===== config.mk =====
export PLATFORM = sky130hd
export DESIGN_NAME = od_pad_tx
export DESIGN_NICKNAME = d
export VERILOG_FILES = /design/src/rtl/od_pad_pkg.sv /design/src/rtl/od_bit_timer.sv /design/src/rtl/od_pad_tx.sv
export SDC_FILE = /design/constraint.sdc
export NUM_CORES = 1
export LEC_CHECK = 0
export BUFFER_PORTS_ARGS = -buffer_cell sky130_fd_sc_hd__buf_4
export CAP_MARGIN = 20
export CORE_UTILIZATION = 50
export DETAILED_ROUTE_END_ITERATION = 8
export PLACE_DENSITY = 0.82
export SYNTH_ARGS = -nofsm -noshare
export SYNTH_HDL_FRONTEND = slang
export SYNTH_SLANG_ARGS = --single-unit

===== constraint.sdc =====
create_clock -name clk -period 2.04 [get_ports clk]
set_input_delay 0.102 -clock clk [delete_from_list [all_inputs] [get_ports clk]]
set_output_delay 0.102 -clock clk [all_outputs]
set_load 0.02 [all_outputs]

===== src/rtl/od_pad_pkg.sv =====
// Shared types and defaults for the open-drain pad transmitter.
// Holds the FSM state enum and the default parameter constants.
package od_pad_pkg;

  typedef enum logic [1:0] {
    IDLE,
    SLOT,
    DONE
  } state_t;

  localparam int DEF_DATA_W     = 8;
  localparam int DEF_BIT_CYC    = 32;
  localparam int DEF_SETTLE_CYC = 16;

endpackage


===== src/rtl/od_bit_timer.sv =====
// Slot counter and bit counter for od_pad_tx.
// Ports: clk, rst, run (in SLOT); sample/slot_end strobes,
// last (final bit), bit_pos (data index being sent, MSB first).
module od_bit_timer #(
  parameter int DATA_W     = 8,
  parameter int BIT_CYC    = 32,
  parameter int SETTLE_CYC = 16
) (
  input  logic                      clk,
  input  logic                      rst,
  input  logic                      run,
  output logic                      sample,
  output logic                      slot_end,
  output logic                      last,
  output logic [$clog2(DATA_W)-1:0] bit_pos
);

  localparam int CW = $clog2(BIT_CYC);
  localparam int IW = $clog2(DATA_W);

  localparam logic [CW-1:0] CNT_LAST = CW'(BIT_CYC - 1);
  localparam logic [CW-1:0] CNT_SMP  = CW'(SETTLE_CYC - 1);
  localparam logic [IW-1:0] BIT_LAST = IW'(DATA_W - 1);

  logic [CW-1:0] cnt;
  logic [IW-1:0] bit_cnt;

  // Held at zero outside SLOT, so a new transfer starts clean.
  always_ff @(posedge clk) begin
    if (rst || !run) begin
      cnt     <= '0;
      bit_cnt <= '0;
    end else if (cnt == CNT_LAST) begin
      cnt     <= '0;
      bit_cnt <= bit_cnt + IW'(1);
    end else begin
      cnt <= cnt + CW'(1);
    end
  end

  assign sample   = run && (cnt == CNT_SMP);
  assign slot_end = run && (cnt == CNT_LAST);
  assign last     = (bit_cnt == BIT_LAST);
  assign bit_pos  = BIT_LAST - bit_cnt;

endmodule


===== src/rtl/od_pad_tx.sv =====
// Open-drain (wired-AND) serial transmitter driving one pad, MSB first.
// Ports: clk, rst, tx_valid/tx_ready/tx_data request; done, arb_lost,
// fault, rx_data result; pad_do, pad_oen, pad_ren, pad_ie, pad_di pad.
// Macro OD_PAD_TX_READBACK_EN enables readback, arbitration and fault.
module od_pad_tx
  import od_pad_pkg::*;
#(
  parameter int DATA_W     = DEF_DATA_W,
  parameter int BIT_CYC    = DEF_BIT_CYC,
  parameter int SETTLE_CYC = DEF_SETTLE_CYC
) (
  input  logic              clk,
  input  logic              rst,
  input  logic              tx_valid,
  output logic              tx_ready,
  input  logic [DATA_W-1:0] tx_data,
  output logic              done,
  output logic              arb_lost,
  output logic              fault,
  output logic [DATA_W-1:0] rx_data,
  output logic              pad_do,
  output logic              pad_oen,
  output logic              pad_ren,
  output logic              pad_ie,
  input  logic              pad_di
);

  localparam int IW = $clog2(DATA_W);

  state_t            state;
  state_t            nxt;
  logic [DATA_W-1:0] data;
  logic [IW-1:0]     pos;
  logic              sample;
  logic              slot_end;
  logic              last;
  logic              run;
  logic              accept;
  logic              cur;
  logic              abort;

  od_bit_timer #(
    .DATA_W    (DATA_W),
    .BIT_CYC   (BIT_CYC),
    .SETTLE_CYC(SETTLE_CYC)
  ) u_timer (
    .clk     (clk),
    .rst     (rst),
    .run     (run),
    .sample  (sample),
    .slot_end(slot_end),
    .last    (last),
    .bit_pos (pos)
  );

  assign run      = (state == SLOT);
  assign tx_ready = (state == IDLE) && !rst;
  assign accept   = tx_valid && tx_ready;
  assign cur      = data[pos];
  assign done     = (state == DONE);

  // A 1 bit is sent by releasing the pad; pad_do mirrors oen.
  assign pad_oen = run ? cur : 1'b1;
  assign pad_do  = pad_oen;
  assign pad_ren = 1'b0;

`ifdef OD_PAD_TX_READBACK_EN
  assign pad_ie = sample;
  // Someone else holds the line low while we released it.
  assign abort  = sample && cur && !pad_di;
`else
  logic unused_rb;
  assign unused_rb = pad_di ^ sample;
  assign pad_ie    = 1'b0;
  assign abort     = 1'b0;
`endif

  always_comb begin
    nxt = state;
    unique case (state)
      IDLE: if (accept) nxt = SLOT;
      SLOT: if (abort || (slot_end && last)) nxt = DONE;
      DONE: nxt = IDLE;
      default: nxt = IDLE;
    endcase
  end

  always_ff @(posedge clk) begin
    if (rst) begin
      state    <= IDLE;
      data     <= '0;
      rx_data  <= '0;
      arb_lost <= 1'b0;
      fault    <= 1'b0;
    end else begin
      state <= nxt;
      if (accept) begin
        data     <= tx_data;
        rx_data  <= '0;
        arb_lost <= 1'b0;
        fault    <= 1'b0;
      end
`ifdef OD_PAD_TX_READBACK_EN
      if (sample) rx_data[pos] <= pad_di;
      if (abort) arb_lost <= 1'b1;
      if (sample && !cur && pad_di) fault <= 1'b1;
`else
      if (run && nxt == DONE) rx_data <= data;
`endif
    end
  end

endmodule


Yosys cells after proc, flatten, opt, wreduce, memory -nomap -nowiden
Cells that the tools add are included.

cells by class
  add/sub/neg operators = 3
  $lt $le $gt $ge = 1
  equal/unequal tests = 5
  multiplexer cells = 8
  reduce and logical (&&, ||, !) cells = 11

operators with widths
  operator                                                     number
  two-way mux 8 bit                                            2
  adder 5 x 1 -> 5 bit (second input constant)                 1
  == test 5 bit (second input constant)                        1
  logical AND 1 bit                                            5
  == test 2 bit (second input constant)                        2
  less-than comparator 3 x 4 -> 1 bit (second input constant)  1
  two-way mux 2 bit                                            2
  case mux 2 bit (2 select lines)                              1
  adder 3 x 1 -> 3 bit (second input constant)                 1
  binary-select mux 1 bit (select 3 bit)                       1
  == test 3 bit (second input constant)                        1
  subtractor 3 bit (first input constant)                      1
  == test 2 x 1 -> 1 bit (second input constant)               1
  zero test 1 bit                                              2
  zero test 2 bit                                              1
  two-way mux 1 bit                                            2
  nonzero test 2 bit                                           1
  OR reduction 2 bit                                           1
  logical OR 1 bit                                             1

word-level totals
  bits in registers = 26
  output and inout port bits = 16

Depth between registers and ports, before layout
  depth after elaboration = 8
  gate-level depth with buffers = 8

Modules after synthesis
From an unflattened synthesis, not the netlist that was laid out.

unflattened totals
  cells, all modules = 124
  area, all modules = 1222.4 um^2

by module, submodules not included
  module        instances  cells each  area each (um^2)
  od_pad_tx     1          87          835.8
  od_bit_timer  1          37          386.6

Worst setup path after synthesis
OpenSTA, ideal clock, no wires.

  path type = register to output
  start point = reg u_timer.bit_cnt[0]
  end point = out pad_oen
  arrival time = 1.721 ns
  slack = 0.217 ns
  cell stages (with the launch flop) = 4
  path buffers = 1
  cell sequence = dfxtp_1 -> mux2i_1 -> o311ai_0 -> buf_4

on the way
  cells in the longest elaborated chain, start to end = 4

RTL lines
  what                                     line                source
  start, declared                          od_bit_timer.sv:26  logic [IW-1:0] bit_cnt;
  start signal, assigned                   od_bit_timer.sv:35  bit_cnt <= bit_cnt + IW'(1);
  subtractor 3 bit                         od_bit_timer.sv:44  assign bit_pos = BIT_LAST - bit_cnt;
  binary-select mux 1 bit (select 3 bit)   od_pad_tx.sv:59     assign cur = data[pos];
  two-way mux 1 bit (not written as such)  od_pad_tx.sv:59
  two-way mux 1 bit                        od_pad_tx.sv:63     assign pad_oen = run ? cur : 1'b1;
  end, declared                            od_pad_tx.sv:22     output logic pad_oen,

Every way passes these cells. The select of a mux whose other input is x is not followed.

Final worst setup path
Ends and elaborated chain as after synthesis.

==> flow_summary.yaml <==
run_status:
  status: "complete, no violations"
synthesis:
  ys.warnings.count: 0
  synth_top_area_cell: "dfxtp_1"
  synth_seq_cells: 26
  syn_avg_cell_area_sq_um: 9.14
  synthFlopType: "dfxtp_1"
  ys_seq_area_frac: 0.448
  async_flop_share: 0
  synth_cell_types: 34
  synth-edff-count: 0
  synth_area_leaders: "dfxtp_1 45%, nand2_1 8.1%, a21oi_1 6.5%, ha_1 4.3%, nand3_1 3.4%"
  synth_area_sq_um: 1160
  synth_top_area_share: 0.448
  netlist_instances: 127
routing:
  via_count: 887
  dr.pass1.iters: 4
  drtIter0Drc: 17
  wire_per_inst_microns: 12.1
  routed_wl_mm: 2.10
  drtAntennaViolNets: 0
  viasPerCell: 5.13
  drc_errors: 0
setup_path:
  crit_chain: "mux2_2 > a311oi_1 > o311ai_1 > buf_4"
  slowest_delay_ns: 0.43
  cp_top_family: "compound AO/OA/AOI/OAI gates"
  end_kind: "output pin"
  cp_data_required_time_ns: 1.94
  start_kind: "flop"
  path_class: "flop to output pin"
  worst-path-max-fanout: 5
  cp-startpoint: "u_timer.bit_cnt[0]$_SDFFE_PP0N_"
  crit_arrival_ns: 1.75
  cp_slowest_cell: "dfxtp_2"
  cp.buffers_inverters: 1
  r2r_start: "u_timer.cnt[0]$_SDFF_PP0_"
floorplan:
  fp-row-count: 17
  core_sq_um: 2190
  die_width_microns: 50.2
  initial_utilization: 0.530
  fp.dieH_microns: 50.2
  die_area_sq_um: 2520
  io_pins: 28
timing:
  rsz0062_at_grt: "no"
  period_share: 0.909
  fmax_mhz: 539
  finalClockSkew_ns: 0.00982
  setup_violations: 0
  setup_tns_ns: 0
  fin_crit_ns: 1.85
  hold_viol: 0
  slew_violations: 0
grt:
  grt_use_total: 0.182
  grt_overflow: 0
  grt_pass1_vias: 804
  grt_pass1_wl_mm: 3.46
  grt_max_degree: 21
  antenna_found_initial: 0
layout:
  layout_common_cells: "25 x nand2_1, 25 x dfxtp_1, 23 x buf_4"
  syn2layout_area_growth_pct: 15.9
  drive_above_1_share: 0.255
  fill_cells: 186
  antennaDiodeCount: 0
  nets: 162
  finalCoreUtilization: 0.615
  regArea_sq_um: 522
  multi_input_area_sq_um: 547
clock_tree:
  post_cts_buffers: 0
  cts.sinks: 26
  cts_tree: "done"
  root_buffer: "clkbuf_4"
  cts.path.max_buffers: 2
  htreeDepth: 1
  clk_latency_ns: 0.32
  clkSlewWorstSetupHoldPaths_ns: 0.14
  cts_buffers: 3
pwr:
  ir_worst_vdd_v: 0.000514
  p_leak_uw: 0.000560
  p_per_area_nw_per_um2: 717
hold_path:
  hold_class: "input port to flop"
  hp-start: "tx_data[6]"
flow_run:
  max-cap-violations: 0
place:
  place_congestion: 0.784
  io_buffer_count: 22
  hpwl_mm: 1.55
[metrics by stage]
step | hold WS [ns] | area [sq um] | power (uW) | instances | setup slack [ns]
after floorplan | 0.238 | 1170 | 615 | 130 | 0.217
after detailed placement | 0.359 | 1280 | 631 | 168 | 0.327
after global placement | 0.349 | 1280 | 628 | 168 | 0.393
final | 0.00999 | 1350 | 965 | 173 | 0.186
after CTS | 0.000916 | 1350 | 975 | 173 | 0.0923
after global routing | 0.000261 | 1350 | 1000 | 173 | 0.0922
[worst min-delay path: stages]
cell and delay [ns]:
buf_4 0.11, nand2_1 0.04, a21oi_1 0.05
[what timing repair did]
action                                  4_1_cts  5_1_grt
endpoints found under the setup margin        2        2
pin swaps                                     0        0
hold buffers                                  1        0
resized for setup                             1        1
endpoints found under the hold margin         1        0
[cell families (layout without fill, tap and decap cells)]
family,Yosys count,after routing,share of synthesized area
simple gates,54,54,0.246
flops,26,26,0.448
compound gates,19,19,0.0916
buf+inv,15,30,0.0905
mux,5,5,0.0550
fa+ha+maj,4,4,0.0431
xor+xnor,3,3,0.0226
other cells,1,4,0.00323
[cell type report]
class / count / share of cell area
inverter: 2 / 0.00558
tap: 28 / 0.0260
sequential: 26 / 0.388
clock inverter: 1 / 0.0223
timing repair buffer: 24 / 0.136
multi-input combinational: 89 / 0.406
clock buffer: 3 / 0.0167
[final timing paths]
check	endpoint	slack, ns	cells after the start
worst min register to register	u_timer.cnt[0]$_SDFF_PP0_	0.47	1
worst max register to register	rx_data[7]$_SDFFE_PP0P_	0.27	6
worst min-delay path	data[6]$_SDFFE_PP0P_	0.01	3
worst max-delay path	pad_oen	0.19	4
[registers in the layout (all words and copies together) (netlist names)]
register	flops
data	8
rx_data	8
state	2
u_timer.bit_cnt	3
u_timer.cnt	5
[where the power goes]
| part | switching, uW | internal (uW) | leakage (uW) |
|---|---|---|---|
| logic | 49.9 | 40.2 | 0.000321 |
| registers | 11.8 | 520 | 0.000211 |
| clock network | 145 | 199 | 0.0000279 |
[per-layer routing]
layer | wire [microns] | share of wire | global-route usage | vias up
met1 | 969 | 0.46 | 0.229 | 407
met3 | 68 | 0.032 | 0.0273 | 6
met4 | 36 | 0.017 | 0.0762 | 0
met2 | 1030 | 0.49 | 0.309 | 20
li1 | - | - | - | 454
met5 | 0 | 0 | 0 | -
[cells in the mapped netlist (2+ instances only)]
library cell,n
buf_6,2
mux2i_1,3
buf_2,3
nand3_1,8
nor2_1,7
inv_1,2
clkbuf_1,2
and2_1,3
dfxtp_1,26
nand2_1,25
a21oi_1,15
xnor2_1,2
buf_4,5
ha_1,4
(Power assumes the default switching activity.)
